<file path="src/rtl/trigger_ctrl.sv">
// trigger_ctrl: scope trigger sequencer with synchronized source select, edge/level
// qualification and post-capture holdoff. Define TRIG_AUTO_TIMEOUT_EN to build in the auto-trigger timer.
module trigger_ctrl #(
    parameter int unsigned NUM_SRC     = 4,
    parameter int unsigned SYNC_STAGES = 2,
    parameter int unsigned HOLDOFF_W   = 16,
    parameter int unsigned AUTO_W      = 20
) (
    input  logic                       clk,
    input  logic                       rst_n,
    input  logic [NUM_SRC-1:0]         trig_in,
    input  logic [$clog2(NUM_SRC)-1:0] src_sel,
    input  logic [1:0]                 edge_mode,
    input  logic                       trig_en,
    input  logic                       armed,
    input  logic                       set_capture_done,
    input  logic [HOLDOFF_W-1:0]       holdoff,
    input  logic [AUTO_W-1:0]          auto_timeout,
    output logic                       triggered,
    output logic                       auto_trig,
    output logic [2:0]                 trig_state
);

    typedef enum logic [2:0] {
        ST_IDLE  = 3'd0,
        ST_WAIT  = 3'd1,
        ST_ARMED = 3'd2,
        ST_TRIG  = 3'd3,
        ST_HOLD  = 3'd4
    } state_t;

    state_t                 state;
    logic [SYNC_STAGES-1:0] sync_q;
    logic                   hist_q;
    logic [HOLDOFF_W-1:0]   hold_cnt;
    logic                   sel_bit_c;
    logic                   cur_c;
    logic                   event_c;
    logic                   hold_done_c;
    logic                   auto_fire_c;

    // Out-of-range selects fall back to source 0; the mux sits ahead of the synchronizer.
    always_comb begin
        sel_bit_c = trig_in[0];
        if (32'(src_sel) < NUM_SRC) begin
            sel_bit_c = trig_in[src_sel];
        end
    end

    always_ff @(posedge clk or negedge rst_n) begin
        if (!rst_n) begin
            sync_q <= '0;
            hist_q <= 1'b0;
        end else begin
            sync_q <= {sync_q[SYNC_STAGES-2:0], sel_bit_c};
            hist_q <= sync_q[SYNC_STAGES-1];
        end
    end

    assign cur_c = sync_q[SYNC_STAGES-1];

    always_comb begin
        event_c = 1'b0;
        case (edge_mode)
            2'b00:   event_c = ~cur_c & hist_q;
            2'b01:   event_c = cur_c & ~hist_q;
            2'b10:   event_c = cur_c ^ hist_q;
            default: event_c = cur_c;
        endcase
    end

    // A holdoff reprogrammed to zero mid-hold releases immediately.
    assign hold_done_c = (holdoff == '0) || (hold_cnt >= holdoff - HOLDOFF_W'(1));

`ifdef TRIG_AUTO_TIMEOUT_EN
    logic [AUTO_W-1:0] auto_cnt;

    always_ff @(posedge clk or negedge rst_n) begin
        if (!rst_n) begin
            auto_cnt <= '0;
        end else if (state != ST_ARMED) begin
            auto_cnt <= '0;
        end else begin
            auto_cnt <= auto_cnt + AUTO_W'(1);
        end
    end

    assign auto_fire_c = (auto_timeout != '0) && (auto_cnt == auto_timeout - AUTO_W'(1));
`else
    logic unused_auto_c;

    assign unused_auto_c = ^auto_timeout;
    assign auto_fire_c   = 1'b0;
`endif

    // Sequencer; a real event takes precedence over a coincident timeout.
    always_ff @(posedge clk or negedge rst_n) begin
        if (!rst_n) begin
            state     <= ST_IDLE;
            triggered <= 1'b0;
            auto_trig <= 1'b0;
            hold_cnt  <= '0;
        end else begin
            case (state)
                ST_IDLE: begin
                    if (trig_en) state <= ST_WAIT;
                end
                ST_WAIT: begin
                    if (!trig_en)  state <= ST_IDLE;
                    else if (armed) state <= ST_ARMED;
                end
                ST_ARMED: begin
                    if (!trig_en) begin
                        state <= ST_IDLE;
                    end else if (armed && event_c) begin
                        state     <= ST_TRIG;
                        triggered <= 1'b1;
                        auto_trig <= 1'b0;
                    end else if (auto_fire_c) begin
                        state     <= ST_TRIG;
                        triggered <= 1'b1;
                        auto_trig <= 1'b1;
                    end
                end
                ST_TRIG: begin
                    if (set_capture_done) begin
                        triggered <= 1'b0;
                        auto_trig <= 1'b0;
                        hold_cnt  <= '0;
                        state     <= (holdoff == '0) ? ST_WAIT : ST_HOLD;
                    end
                end
                ST_HOLD: begin
                    if (!trig_en) begin
                        state <= ST_IDLE;
                    end else if (hold_done_c) begin
                        state <= ST_WAIT;
                    end else begin
                        hold_cnt <= hold_cnt + HOLDOFF_W'(1);
                    end
                end
                default: begin
                    state     <= ST_IDLE;
                    triggered <= 1'b0;
                    auto_trig <= 1'b0;
                end
            endcase
        end
    end

    assign trig_state = 3'(state);

endmodule

</file>
<file path="config.mk">
export PLATFORM = sky130hd
export DESIGN_NAME = trigger_ctrl
export DESIGN_NICKNAME = d
export VERILOG_FILES = /design/src/rtl/trigger_ctrl.sv
export SDC_FILE = /design/constraint.sdc
export NUM_CORES = 1
export LEC_CHECK = 0
export ABC_AREA = 1
export CAP_MARGIN = 30
export CORE_UTILIZATION = 40
export CTS_CLUSTER_SIZE = 25
export DETAILED_ROUTE_END_ITERATION = 7
export PLACE_DENSITY_LB_ADDON = 0.2
export SETUP_SLACK_MARGIN = 0.5
export SYNTH_ARGS = -nofsm -noshare
export SYNTH_HDL_FRONTEND = slang
export SYNTH_SLANG_ARGS = --single-unit
</file>
<file path="constraint.sdc">
create_clock -name clk -period 3.9 [get_ports clk]
set_input_delay 0.975 -clock clk [delete_from_list [all_inputs] [get_ports clk]]
set_output_delay 0.975 -clock clk [all_outputs]
set_load 0.005 [all_outputs]
</file>
==> results.cfg <==
[outcome]
outcome = finished clean

[route]
wire_per_inst_um = 12.02
dr.pass1.iters = 4
drc = 0
vias_per_cell = 4.980
totalWireLength_mm = 5.421
antenna_left = 0
vias = 2246
drt_iter0_drc = 94

[synthesis]
synth-edff-count = 0
synth_cell_types = 35
synth_area_sq_mm = 0.002251
yosysSeqAreaShare_pct = 25.57
yosysTopAreaCellShare_pct = 25.57
yosysTopAreaCell = dfrtp_1
synth.most_common_cell = nand2_1
async_flop_share_pct = 100.0
yosysWarnings = 0
synth_nets = 399
synth_area_per_cell_sq_um = 6.821
synthCells = 330
yosys-top-cells-count = nand2_1 (94), nor2_1 (44), inv_1 (41)
yosys-top-cells-area = dfrtp_1 (26%), nand2_1 (16%), ha_1 (11%), nor2_1 (7.3%), inv_1 (6.8%)
synth-main-ff-cell = dfrtp_1
synth_seq_cells = 23

[floorplanning]
die_area_sq_mm = 0.005931
ioPinCount = 54
dieHeight_um = 77.02
die_x_um = 77.02
rows = 26
core_sq_mm = 0.005270
start_util_pct = 42.71

[critical_path]
endpoint_kind = register
critical_path.max_fanout = 7
cp.required_ns = 4.05
crit_path_start_kind = input port
crit_slowest_cell = clkdlybuf4s50_1
arrival_ns = 3.40
crit_type = in2reg
critPathTopFamily = simple AND/OR/NAND/NOR gates
cp_cell_sequence = clkdlybuf4s50_1 -> nor2_2 -> nand3_4 -> nor3_4 -> xor2_1 -> inv_1 -> ha_4 -> nand2_4 -> buf_4 -> nor3_4 -> nand2_2 -> nand3_2 -> nand2_8 -> buf_12 -> nand3_1 -> nand2_1
critPathMostFrequentCell = nor3_4
r2r_cells = 7
cp_num_buf_inv = 4
r2r_slack_ns = 1.87
worstReg2RegStart = trig_state[1]$_DFFE_PN0P_
timing.rr.end = hold_cnt[13]$_DFFE_PN0P_
max_stage_delay_ns = 0.49

[power]
p_per_area_mw_per_mm2 = 270.2
peakVddDrop_uv = 164.0
power.leakage_uw = 0.001560
power_uw = 820.8

[sta]
drv_slew = 0
slew_headroom_pct = 54.63
setup_tns_ns = 0
min_period_ns = 3.249
finClkSkew_ns = 0.006371
rsz0062_at_grt = no
final_hold_viol_count = 0
setup_viol = 0
max_freq_ghz = 0.3078
worst_hold_slack_ns = 0.3511
finalCritPeriodShare_pct = 83.30
worst_pin_slew_ns = 0.6789

[clock_network]
root_buffer = clkbuf_8
cts_buffers = 3
worstSkewPairLatency_ns = 0.26
cts.sinks = 23
cts_tree = built
cts_buffer_depth = 2
clkTransAtPathRegs_ns = 0.07
cts_htree_levels = 1

[layout]
final_nets = 451
diodes = 0
finish.utilization_pct = 57.64
stdcell_area_sq_mm = 0.003038
drive_gt1_share_pct = 19.42
area_growth_pct = 34.96

[global_route]
use_met2_pct = 30.09
grt_pass1_vias = 1987
grt_pass1_wl_mm = 8.749
busiest_layer = met2
grt.overflow.total = 0
grtUsageTotal_pct = 18.04
met1_usage_pct = 24.03
met3_usage_pct = 3.214
grt_start_max_net_pins = 22
antenna_found_initial = 0

[placed_design]
place_area_sq_mm = 0.002690
io_buffers = 32
dpl.hpwl_mm = 3.869
globalplace.congestion = 0.8247

[hold_path]
min_to = sync_q[1]$_DFF_PN0_
min_path_cells = 0
hold_path.class = reg2reg
hp-start = sync_q[0]$_DFF_PN0_

[flow_run]
cap_violations = 0
-- cells by family after synthesis --
family	after synthesis	share of synthesized area, %
AOI/OAI and AO/OA	23	6.281
xor gates and xnor gates	23	8.950
adders and majority gates	20	11.12
buffers and inverters	48	9.171
DFF	23	25.57
other	1	0.1666
and+or+nand+nor	192	38.74
-- cell type report --
cell class	count	area, sq um
fillers	503	2232
repair buffers	52	504.2
well taps	70	87.58
multi-input cells	260	1668
inverters	42	157.7
clock buffers	4	45.04
flip-flops and latches	23	575.6
-- flip-flops by register name, indices dropped and copies added (netlist names) --
signal and flops:
hold_cnt 16, trig_state 3, sync_q 2, hist_q 1, triggered 1
-- layout by cell type (no fill, tap or decap), drive strengths merged --
| cell | netlist | layout |
|---|---|---|
| nand2 | 101 | 102 |
| nor2 | 50 | 50 |
| inv | 42 | 42 |
| nand3 | 25 | 25 |
| dfrtp | 23 | 23 |
| ha | 20 | 20 |
| buf | 5 | 20 |
| clkdlybuf4s50 | 0 | 19 |
| xor2 | 15 | 15 |
| dlymetal6s2s | 0 | 9 |
| nor3 | 9 | 9 |
| xnor2 | 8 | 8 |
| clkbuf | 1 | 8 |
| o21ai | 7 | 7 |
| a21oi | 7 | 7 |
| nand4 | 4 | 4 |
| a21o | 2 | 2 |
| nor3b | 2 | 2 |
| o2111ai | 2 | 2 |
| nor4 | 1 | 1 |
| a31oi | 1 | 1 |
| a32oi | 1 | 1 |
| o21bai | 1 | 1 |
| o211ai | 1 | 1 |
| o22a | 1 | 1 |
| conb | 1 | 1 |
-- repair_timing --
| item | 4_1_cts | 5_1_grt |
|---|---|---|
| hold buffers | 0 | 0 |
| setup endpoints to repair | 19 | 19 |
| gates cloned | 1 | 0 |
| buffers inserted | 8 | 4 |
| resized for setup | 16 | 52 |
| pin swaps | 18 | 28 |
-- stage by stage --
step	worst slack (ns)	cells
2_1_floorplan	0.6949	330
3_3_place_gp	0.09471	433
3_5_place_dp	0.06283	434
4_1_cts	0.5123	447
5_1_grt	0.4181	451
6_report	0.6511	451
-- per-layer routing --
metal	wire (um)	part of all wire, %
met1	2532	47
met2	2669	49
met3	134	2.5
met4	85	1.6
met5	0	0
-- where the power goes --
part           leakage [uW]  internal [uW]  switching, uW
sequential         0.000310            260           27.3
clock             0.0000228           72.8           72.9
combinational       0.00123            165            223
-- worst max-delay path by stage --
stage	from	to	slack, ns	cells past startpoint
2_1_floorplan	holdoff[1]	hold_cnt[10]$_DFFE_PN0P_	0.69	19
3_3_place_gp	holdoff[0]	hold_cnt[15]$_DFFE_PN0P_	0.09	20
3_5_place_dp	holdoff[0]	hold_cnt[15]$_DFFE_PN0P_	0.06	20
4_1_cts	holdoff[2]	hold_cnt[14]$_DFFE_PN0P_	0.51	19
5_1_grt	holdoff[11]	hold_cnt[6]$_DFFE_PN0P_	0.42	15
6_report	holdoff[11]	hold_cnt[8]$_DFFE_PN0P_	0.65	16
Note: power is estimated with default switching activity, not from simulation.
